$ cat src/rtl/binary_mul_seq.sv
// Iterative shift-add multiplier: retires RADIX_BITS multiplier bits per enabled cycle,
// signed or unsigned per operation, with a start/busy/done handshake.
`timescale 1ns/1ps
module binary_mul_seq #(
    parameter int unsigned WIDTH      = 6,
    parameter int unsigned RADIX_BITS = 1
) (
    input  logic                 clk,
    input  logic                 rst_n,
    input  logic                 en,
    input  logic                 start,
    input  logic                 is_signed,
    input  logic [WIDTH-1:0]     A,
    input  logic [WIDTH-1:0]     B,
    output logic                 busy,
    output logic                 done,
    output logic [2*WIDTH-1:0]   P
);

    localparam int unsigned Iter    = (WIDTH + RADIX_BITS - 1) / RADIX_BITS;
    localparam int unsigned MagBW   = Iter * RADIX_BITS;
    localparam int unsigned ProdW   = 2 * WIDTH;
    localparam int unsigned CntW    = (Iter > 1) ? $clog2(Iter) : 1;
    localparam logic [CntW-1:0] LastCnt = CntW'(Iter - 1);

    typedef enum logic [1:0] {StIdle, StRun, StDone} state_e;

    state_e            state_q;
    logic [CntW-1:0]   cnt_q;
    logic [ProdW-1:0]  a_sh_q;
    logic [MagBW-1:0]  b_rem_q;
    logic [ProdW-1:0]  acc_q;
    logic              neg_q;
    logic              busy_q;
    logic              done_q;
    logic [ProdW-1:0]  p_q;

    logic              a_neg;
    logic              b_neg;
    logic [WIDTH-1:0]  a_mag;
    logic [WIDTH-1:0]  b_mag;
    logic [ProdW-1:0]  a_ext;
    logic [MagBW-1:0]  b_ext;
    logic [ProdW-1:0]  pp;
    logic [ProdW-1:0]  acc_d;
    logic [ProdW-1:0]  prod_d;

    // Operand magnitudes; -2^(WIDTH-1) maps to 2^(WIDTH-1), which still fits WIDTH bits unsigned.
    always_comb begin
        a_neg = is_signed & A[WIDTH-1];
        b_neg = is_signed & B[WIDTH-1];
        a_mag = a_neg ? (~A + WIDTH'(1)) : A;
        b_mag = b_neg ? (~B + WIDTH'(1)) : B;
        a_ext = '0;
        a_ext[WIDTH-1:0] = a_mag;
        b_ext = '0;
        b_ext[WIDTH-1:0] = b_mag;
    end

    // Partial product of the current low RADIX_BITS of |B| with the pre-shifted |A|.
    always_comb begin
        pp = '0;
        for (int i = 0; i < int'(RADIX_BITS); i++) begin
            if (b_rem_q[i]) begin
                pp = pp + (a_sh_q << i);
            end
        end
        acc_d  = acc_q + pp;
        prod_d = neg_q ? (~acc_d + ProdW'(1)) : acc_d;
    end

    always_ff @(posedge clk or negedge rst_n) begin
        if (!rst_n) begin
            state_q <= StIdle;
            cnt_q   <= '0;
            a_sh_q  <= '0;
            b_rem_q <= '0;
            acc_q   <= '0;
            neg_q   <= 1'b0;
            busy_q  <= 1'b0;
            done_q  <= 1'b0;
            p_q     <= '0;
        end else if (en) begin
            done_q <= 1'b0;
            if (start && !busy_q) begin
                state_q <= StRun;
                busy_q  <= 1'b1;
                cnt_q   <= '0;
                a_sh_q  <= a_ext;
                b_rem_q <= b_ext;
                acc_q   <= '0;
                neg_q   <= a_neg ^ b_neg;
            end else begin
                unique case (state_q)
                    StRun: begin
                        a_sh_q  <= a_sh_q << RADIX_BITS;
                        b_rem_q <= b_rem_q >> RADIX_BITS;
                        acc_q   <= acc_d;
                        cnt_q   <= cnt_q + CntW'(1);
                        if (cnt_q == LastCnt) begin
                            p_q     <= prod_d;
                            done_q  <= 1'b1;
                            busy_q  <= 1'b0;
                            state_q <= StDone;
                        end
                    end
                    StDone: begin
                        state_q <= StIdle;
                    end
                    default: begin
                        state_q <= StIdle;
                    end
                endcase
            end
        end
    end

    assign busy = busy_q;
    assign done = done_q;
    assign P    = p_q;

endmodule

$ cat config.mk
export PLATFORM = sky130hd
export DESIGN_NAME = binary_mul_seq
export DESIGN_NICKNAME = d
export VERILOG_FILES = /design/src/rtl/binary_mul_seq.sv
export SDC_FILE = /design/constraint.sdc
export NUM_CORES = 1
export LEC_CHECK = 0
export CAP_MARGIN = 20
export CELL_PAD_IN_SITES_DETAIL_PLACEMENT = 0
export CELL_PAD_IN_SITES_GLOBAL_PLACEMENT = 2
export CORE_UTILIZATION = 29
export CTS_BUF_LIST = sky130_fd_sc_hd__clkbuf_8 sky130_fd_sc_hd__clkbuf_16
export DETAILED_ROUTE_END_ITERATION = 16
export PLACE_DENSITY = 0.7
export SETUP_SLACK_MARGIN = 0.4
export SLEW_MARGIN = 20
export SYNTH_ARGS = -nofsm -noshare
export SYNTH_HDL_FRONTEND = slang
export SYNTH_SLANG_ARGS = --single-unit
$ cat constraint.sdc
create_clock -name clk -period 2.95 [get_ports clk]
set_input_delay 0.7375 -clock clk [delete_from_list [all_inputs] [get_ports clk]]
set_output_delay 0.7375 -clock clk [all_outputs]
set_load 0.05 [all_outputs]
=== After elaboration in Yosys (flattened, before gate mapping) ===
Index checks and enable logic that the tools add are counted.

* Magnitude comparators: 0
* Equality and inequality tests: 3
* Shift-type cells: 0
* Add/subtract/negate cells: 5
* Mux-type cells: 21
* Reduce and logical (&&, ||, !) cells: 9
* $mul: 0
* Bitwise logic cells: 7
* Div/mod/pow operators: 0

{| class="wikitable"
|+ Operators by type and width
! cell !! number
|-
| 12-bit 2-to-1 mux || 6
|-
| 6-bit 2-to-1 mux || 4
|-
| 12-bit by 1-bit adder with 12-bit output, second input constant || 1
|-
| 12-bit adder || 1
|-
| 6-bit by 1-bit adder with 6-bit output, second input constant || 2
|-
| 12-bit NOT || 1
|-
| 6-bit NOT || 2
|-
| 1-bit 2-to-1 mux || 6
|-
| 2-bit 2-to-1 mux || 3
|-
| 3-bit 2-to-1 mux || 2
|-
| 2-bit AND reduction || 3
|-
| 4-bit AND reduction || 1
|-
| 2-bit nonzero test || 2
|-
| 3-bit by 1-bit adder with 3-bit output, second input constant || 1
|-
| 3-bit equality test, second input constant || 1
|-
| 3-bit != test, second input constant || 1
|-
| 3-bit AND reduction || 1
|-
| 1-bit bitwise AND || 2
|-
| 2-bit by 1-bit equality test with 1-bit output, second input constant || 1
|-
| 1-bit logical AND || 1
|-
| 1-bit zero test || 1
|-
| 1-bit NOT || 1
|-
| 1-bit bitwise XOR || 1
|}

* Bits in writable memories: 0
* Bits in registers: 50
* Bits of input ports: 17
* Memories kept: 0
* Logic and storage cells: 54
* Memory bits (read-only): 0
* Output and inout port bits: 14
* Bits in latches: 0

=== Logic depth before layout (Yosys ltp) ===
Gate-level depths: netlist of the first run.

* Word-level depth: 5
* Depth in mapped cells: 12
* Mapped depth without buffers: 11

=== Least setup slack after synthesis of the first run ===
Ideal clock, no wire load.

* Path type: flip-flop to flip-flop
* From: reg b_rem_q[0]
* To: reg p_q[10], in the netlist P[10]
* Slack: 0.295 ns
* Clock period less this slack: 2.655 ns
* Cell stages (with the launch flop): 12
* Library setup time: 0.131 ns
* Data arrival time: 2.524 ns
* Path buffers: 0
* Data required time: 2.819 ns
* Cell sequence: dfrtp_1 > and2_1 > ha_1 > fa_1 > a21oi_2 > o21bai_1 > xor2_1 > or3_1 > nand4bb_1 > o21ai_1 > xor2_1 > o21ai_1

* Longest elaborated chain between the ends: 5

{| class="wikitable"
|+ Ends and longest elaborated chain
! what !! RTL line !! source
|-
| start: declaration || 31 || <nowiki>logic [MagBW-1:0] b_rem_q;</nowiki>
|-
| start signal: assignment || 90 || <nowiki>b_rem_q <= b_ext;</nowiki>
|-
| start signal: assignment || 97 || <nowiki>b_rem_q <= b_rem_q >> RADIX_BITS;</nowiki>
|-
| 12-bit 2-to-1 mux * || 64 || <nowiki>if (b_rem_q[i]) begin</nowiki>
|-
| 12-bit adder * || 68 || <nowiki>acc_d = acc_q + pp;</nowiki>
|-
| 12-bit NOT || 69 || <nowiki>prod_d = neg_q ? (~acc_d + ProdW'(1)) : acc_d;</nowiki>
|-
| 12-bit by 1-bit adder with 12-bit output || 69 ||
|-
| 12-bit 2-to-1 mux * || 69 ||
|-
| end signal: assignment || 101 || <nowiki>p_q <= prod_d;</nowiki>
|-
| end: declaration || 36 || <nowiki>logic [ProdW-1:0] p_q;</nowiki>
|}

Mark *: on every way between the ends. The rest lies on a longest branch, timed or not.
A chain may end at the register's enable or synchronous reset.

=== Worst setup path in the final report of the first run ===
* From: reg b_rem_q[0]
* To: reg p_q[11], in the netlist P[11]

Same word-level chain as after synthesis.

==> out/summary.txt, run 1 <==
leading cell types by total area after synthesis = sky130_fd_sc_hd__dfrtp_1, sky130_fd_sc_hd__nand2_1, sky130_fd_sc_hd__ha_1
Logic pwr share = 58.1%
multiplexer area fraction after synthesis = 1.30%
cell area after layout = 3900 sq um
share of async-settable or async-resettable flops after synthesis = 100%
overall die width = 105 microns
Placed Instance Area = 3680 sq um
CP max stage delay = 450 ps
cells along the critical path = and2_4 > ha_4 > fa_2 > a21oi_4 > o21bai_4 > xor2_2 > nor3_2 > nand4_1 > nor3b_2 > mux2i_1 > o311ai_1
Remaining DRCs = 0
clock latency of the later-clocked register in the worst-skew pair = 310 ps
post-layout power = 0.00377 W
required time of the critical path = 3130 ps
share of post-route cells with drive strength above 1 = 16.2%
Cell Int Power = 0.00209 W
largest family of logic cells by synthesized area = simple AND/OR/NAND/NOR gates
vias per std cell = 4.87
sequential fraction of design power = 30.7%
starting utilization of the core area = 29.8%
detailed-routing iteration count for the pre-antenna-repair pass = 4
Net Sw Power = 0.00168 W
worst path arrival time = 2940 ps
estimated wirelength of the detail-placed design = 5800 microns
Tightest Pin Transition = 662 ps
diode count = 0
portion of the post-synthesis area used by sequential elements = 40.6%
residual overflow from global routing = 0
number of violations of the max-capacitance limit = 0
slowest library cell on the worst path = sky130_fd_sc_hd__dfrtp_2
number of synthesized flops with an enable pin = 0
post-route clock period utilization = 93.5%
clock transition time at the flip-flop clock pins of the worst setup and hold paths = 100 ps
classification of the worst setup path = reg -> reg
YS warnings = 0
mean instance size in the synthesized netlist = 9.01 sq um
endpoint kind of the worst setup timing path = register
power density over the cells = 968 nW/um^2
final critical path time including I/O delays and setup = 2760 ps
Vias = 2,586
final count of hold timing violations = 0
largest net degree at the start of global routing = 51
number of clock sinks seen by CTS = 50
number of port buffers = 30
Post-Synth Simple-Gate Area = 21.0%
average detailed-routed wire length per instance = 14.5 microns
Total GRT Usage = 14.9%
die outline area = 11,000 sq um
compound-cell area share of the yosys netlist = 20.0%
total wire length = 7690 microns
CP Launch Type = register
Hold Crit Class = reg -> reg
clock buffers created by TritonCTS = 5
Cell Area, Synth = 3080 sq um
status = completed
first-pass GRT wire length = 13,000 microns
cell type with the largest total area after synthesis = sky130_fd_sc_hd__dfrtp_1
GP Congestion = 0.778
remaining max-slew budget at the tightest pin = 55.9%
height of the die = 105 microns
Adder-Cell Fraction of Synth Area = 7.15%
FF+latch count, synth = 50
Lkg Pwr = 1.75 nW
1st-iter DRT viols = 69
Setup Total Neg Slack = 0 ps
number of antenna violations at the first check in global routing = 0
Synth Net Count = 376
Fillers = 1,076
CTS Root Buffer Type = sky130_fd_sc_hd__clkbuf_8
CTS tree = done
Final nets = 428
Post-Synth XOR/XNOR Area = 6.54%
number of global-route vias before repair = 2,601
largest buffer count on any clock path = 2
maximum fanout encountered on the critical timing path = 8
I/O pin cnt = 31
Layout Area Growth over Synthesis = 26.5%
RSZ-0062 raised after global routing = true
power share of the clock group = 11.2%
Gate Count Post-Synth = 342
Max Fclk = 362 MHz
Floorplan Core Area = 10,300 sq um
number of max-slew violations in the final report = 0
Antenna Nets Post-Route = 0
number of standard-cell rows in the floorplan = 37
total number of H-tree levels = 2
net switching share of the total power = 44.6%
Peak VDD IR = 0.000382 V
count of different cell masters after synthesis = 55
final-report setup violation count = 0
worst setup skew after layout = 10.2 ps
leading register cell type out of synthesis = sky130_fd_sc_hd__dfrtp_1
area fraction of the dominant cell type after synthesis = 40.6%
-- registers in the layout (all words and copies together), names as in the netlist --
register,flops
P,12
cnt_q,3
acc_q,12
done,1
b_rem_q,6
busy,1
state_q,2
neg_q,1
a_sh_q,12
-- power by group through the flow --
stage / combinational, W / clock [W] / sequential, W
2_1_floorplan: 0.00123 / 0 / 0.00135
3_3_place_gp: 0.00209 / 0 / 0.00116
5_1_grt: 0.00242 / 0.000467 / 0.00120
4_1_cts: 0.00218 / 0.000450 / 0.00116
3_5_place_dp: 0.00209 / 0 / 0.00117
6_report: 0.00219 / 0.000422 / 0.00116
-- path summary, 6_finish.rpt --
kind	start	end	depth (start not counted)	slack, ps
max	b_rem_q[0]	P[11]	11	190
min	P[7]	P[7]	2	480
max reg2reg	b_rem_q[0]	P[11]	11	190
min reg2reg	P[7]	P[7]	2	480
max in group asynchronous	rst_n	b_rem_q[0]	2	1930
min in group asynchronous	rst_n	P[8]	2	530
-- per-layer routing --
layer,up-vias,wire length (microns),track usage (%)
met5,-,0,0
met1,1245,3850,19.9
met3,7,121,2.06
li1,1309,-,-
met4,0,75,3.62
met2,25,3640,25.3
-- cell type report --
class / count / area [sq um] / share of cell area [%]
multi-input combinational: 267 / 1820 / 46.8
sequential: 50 / 1250 / 32.1
timing repair buffer: 56 / 503 / 12.9
tap: 136 / 170 / 4.37
clock buffer: 6 / 82.6 / 2.12
inverter: 14 / 52.6 / 1.35
clock inverter: 2 / 12.5 / 0.321
-- worst max-delay path, delay by kind of cell (launching register included) --
| family | cells | cell delay [ps] |
|---|---|---|
| AOI/OAI and AO/OA | 3 | 460 |
| and+or+nand+nor | 4 | 800 |
| muxes | 1 | 200 |
| xor gates and xnor gates | 1 | 160 |
| DFF | 1 | 450 |
| adders and majority gates | 2 | 550 |
-- what timing repair did --
action                                  CTS  global route
hold buffers                              0             0
resized for setup                         7             8
pin swaps                                 7             9
cloned                                    0             0
setup buffers                             2             4
endpoints found under the setup margin    5            10
-- cells in the mapped netlist, drive strengths merged, types with 4 or more instances --
library cell  instances
xor2                 14
nor3                  5
ha                   16
a22o                  9
mux2i                 4
and2                 13
nand2b                4
o211ai                5
a21o                  4
nor2                 15
a21oi                15
inv                  14
xnor2                 9
o21ai                40
clkbuf                9
nand3                14
dfrtp                50
nand2                61
-- kinds of logic (layout without fill, tap and decap cells) --
kind of cell	Yosys count	count (layout)
flip-flops	50	50
AND/OR/NAND/NOR	130	130
buffers and inverters	25	78
multiplexers	4	4
AO/OA/AOI/OAI	93	93
adder cells (fa/ha/maj)	17	17
XOR/XNOR	23	23
-- cell usage in the layout (no fill, tap or decap), drive strengths merged, types with 13 or more instances in the layout --
cell type	n
nand2	61
nand3	14
dfrtp	50
ha	16
buf	27
a21oi	15
inv	14
and2	13
xor2	14
o21ai	40
clkdlybuf4s50	29
nor2	15
-- metrics by stage --
| stage | utilization (%) | cells | hold slack [ps] | setup WS, ps |
|---|---|---|---|---|
| 2_1_floorplan | - | 342 | 442 | 387 |
| 6_report | 37.8 | 531 | 484 | 191 |
| 3_3_place_gp | 35.6 | 517 | 458 | 187 |
| 3_5_place_dp | 35.6 | 517 | 465 | 95.2 |
| 4_1_cts | 37.1 | 527 | 489 | 205 |
| 5_1_grt | 37.8 | 531 | 505 | 31.3 |
(Power assumes the default switching activity.)
==> run 2, diff against run 1 <==
--- a/config.mk
+++ b/config.mk
@@ -8,10 +8,11 @@
 export CAP_MARGIN = 20
 export CELL_PAD_IN_SITES_DETAIL_PLACEMENT = 0
 export CELL_PAD_IN_SITES_GLOBAL_PLACEMENT = 2
-export CORE_UTILIZATION = 29
+export CORE_UTILIZATION = 30
 export CTS_BUF_LIST = sky130_fd_sc_hd__clkbuf_8 sky130_fd_sc_hd__clkbuf_16
 export DETAILED_ROUTE_END_ITERATION = 16
-export PLACE_DENSITY = 0.7
+export HOLD_SLACK_MARGIN = 0.15
+export PLACE_DENSITY = 0.72
 export SETUP_SLACK_MARGIN = 0.4
 export SLEW_MARGIN = 20
 export SYNTH_ARGS = -nofsm -noshare
==> out/summary.txt, run 2 (same netlist as run 1, synthesis figures left out) <==
GP Congestion = 0.771
CTS tree = done
Peak VDD IR = 0.000350 V
residual overflow from global routing = 0
final critical path time including I/O delays and setup = 2750 ps
number of antenna violations at the first check in global routing = 0
number of port buffers = 30
largest buffer count on any clock path = 2
classification of the worst setup path = reg -> reg
Setup Total Neg Slack = 0 ps
Lkg Pwr = 1.76 nW
count of cells along the worst register-to-register path = 12
die outline area = 10,700 sq um
worst slack at placement = 116 ps
diode count = 0
largest net degree at the start of global routing = 37
total number of H-tree levels = 2
Tightest Pin Transition = 541 ps
number of max-slew violations in the final report = 0
first-pass GRT wire length = 12,800 microns
1st-iter DRT viols = 65
number of global-route vias before repair = 2,568
detailed-routing iteration count for the pre-antenna-repair pass = 4
Layout Area Growth over Synthesis = 29.7%
clock buffers created by TritonCTS = 5
Total GRT Usage = 15.7%
commonest cells after routing, fill and taps aside = sky130_fd_sc_hd__nand2_1, sky130_fd_sc_hd__dfrtp_1, sky130_fd_sc_hd__o21ai_0, sky130_fd_sc_hd__clkdlybuf4s50_1, sky130_fd_sc_hd__buf_4
worst path arrival time = 2930 ps
required time of the critical path = 3130 ps
average detailed-routed wire length per instance = 14.8 microns
overall die width = 103 microns
number of clock sinks seen by CTS = 50
final-report setup violation count = 0
final count of hold timing violations = 0
share of post-route cells with drive strength above 1 = 18.8%
Final nets = 427
Vias = 2,608
status = completed
height of the die = 103 microns
I/O pin cnt = 31
Hold Crit Class = in -> async
number of violations of the max-capacitance limit = 0
vias per std cell = 4.95
clock transition time at the flip-flop clock pins of the worst setup and hold paths = 100 ps
starting utilization of the core area = 31.2%
most common cell after layout, fill and taps aside = sky130_fd_sc_hd__nand2_1
Remaining DRCs = 0
RSZ-0062 raised after global routing = true
RR Startpoint = b_rem_q[0]
CTS Root Buffer Type = sky130_fd_sc_hd__clkbuf_8
clock latency of the later-clocked register in the worst-skew pair = 310 ps
Worst Setup Slack, final = 200 ps
Floorplan Core Area = 9860 sq um
worst setup skew after layout = 10.6 ps
remaining max-slew budget at the tightest pin = 63.9%
register-to-register setup slack = 200 ps
Max Fclk = 364 MHz
number of standard-cell rows in the floorplan = 36
post-route clock period utilization = 93.2%
total wire length = 7810 microns
endpoint kind of the worst setup timing path = register
final design utilization = 40.5%
Antenna Nets Post-Route = 0
estimated wirelength of the detail-placed design = 5820 microns
power density over the cells = 981 nW/um^2
end of the worst register-to-register path = P[11]
CP Launch Type = register
maximum fanout encountered on the critical timing path = 8
Fin Hold WS = 400 ps
run 2: layout make-up:
class                      instances  area, sq um
timing repair buffer              55          508
clock inverter                     2         12.5
clock buffer                       6         82.6
multi-input combinational        267         1920
inverter                          14         52.6
fill                             983         5870
sequential                        50         1250
tap                              133          166
run 2: metal layers:
metal  up-vias  share of wire (%)  routed length, microns  global-route usage, %
li1       1305                  -                       -                      -
met1      1253                 50                    3920                   21.7
met2        39                 46                    3620                   25.2
met3        11                1.9                     148                   2.35
met4         0                1.6                     125                   5.31
met5         -                  0                       0                      0
run 2: where the power goes:
group	switching [W]	total (W)	internal [W]	leakage, nW
Combinational	0.00129	0.00232	0.00103	1.06
Sequential	0.000213	0.00116	0.000952	0.657
Clock	0.000247	0.000436	0.000189	0.0472
run 2: what timing repair did:
action | in CTS | in global routing
hold buffers | 0 | 0
pin swaps | 10 | 16
endpoints found under the hold margin | 0 | 0
resized for setup | 9 | 21
setup endpoints to repair | 5 | 8
buffers inserted | 3 | 2
run 2: metrics by stage:
stage          power (W)  cells  area (sq um)
4_1_cts          0.00379    525          3860
2_1_floorplan    0.00258    342          3110
6_report         0.00392    527          4000
5_1_grt          0.00424    527          4000
3_3_place_gp     0.00324    514          3690
3_5_place_dp     0.00325    514          3690
run 2: critical path, stage by stage, from the launching register on:
cell and delay, ps:
sky130_fd_sc_hd__dfrtp_2 460, sky130_fd_sc_hd__and2_4 160, sky130_fd_sc_hd__ha_4 160, sky130_fd_sc_hd__fa_2 400, sky130_fd_sc_hd__a21oi_4 260, sky130_fd_sc_hd__o21ai_4 100, sky130_fd_sc_hd__a21oi_2 150, sky130_fd_sc_hd__o221ai_2 120
sky130_fd_sc_hd__xor2_1 160, sky130_fd_sc_hd__buf_4 160, sky130_fd_sc_hd__nor3b_2 190, sky130_fd_sc_hd__mux2i_1 200, sky130_fd_sc_hd__o311ai_1 120
run 2: how the worst max path moves through the flow:
| stage | from | to |
|---|---|---|
| 6_report | b_rem_q[0] | P[11] |
| 3_3_place_gp | b_rem_q[0] | P[11] |
| 3_5_place_dp | b_rem_q[0] | P[11] |
| 5_1_grt | b_rem_q[0] | P[11] |
| 4_1_cts | b_rem_q[0] | P[11] |
| 2_1_floorplan | b_rem_q[0] | P[10] |
==> run 3, diff against run 2 <==
--- a/config.mk
+++ b/config.mk
@@ -9,7 +9,6 @@
 export CELL_PAD_IN_SITES_DETAIL_PLACEMENT = 0
 export CELL_PAD_IN_SITES_GLOBAL_PLACEMENT = 2
 export CORE_UTILIZATION = 30
-export CTS_BUF_LIST = sky130_fd_sc_hd__clkbuf_8 sky130_fd_sc_hd__clkbuf_16
 export DETAILED_ROUTE_END_ITERATION = 16
 export HOLD_SLACK_MARGIN = 0.15
 export PLACE_DENSITY = 0.72
==> results of run 3 <==
Same layout as run 2: the final DEF is identical, and so are final timing and power.
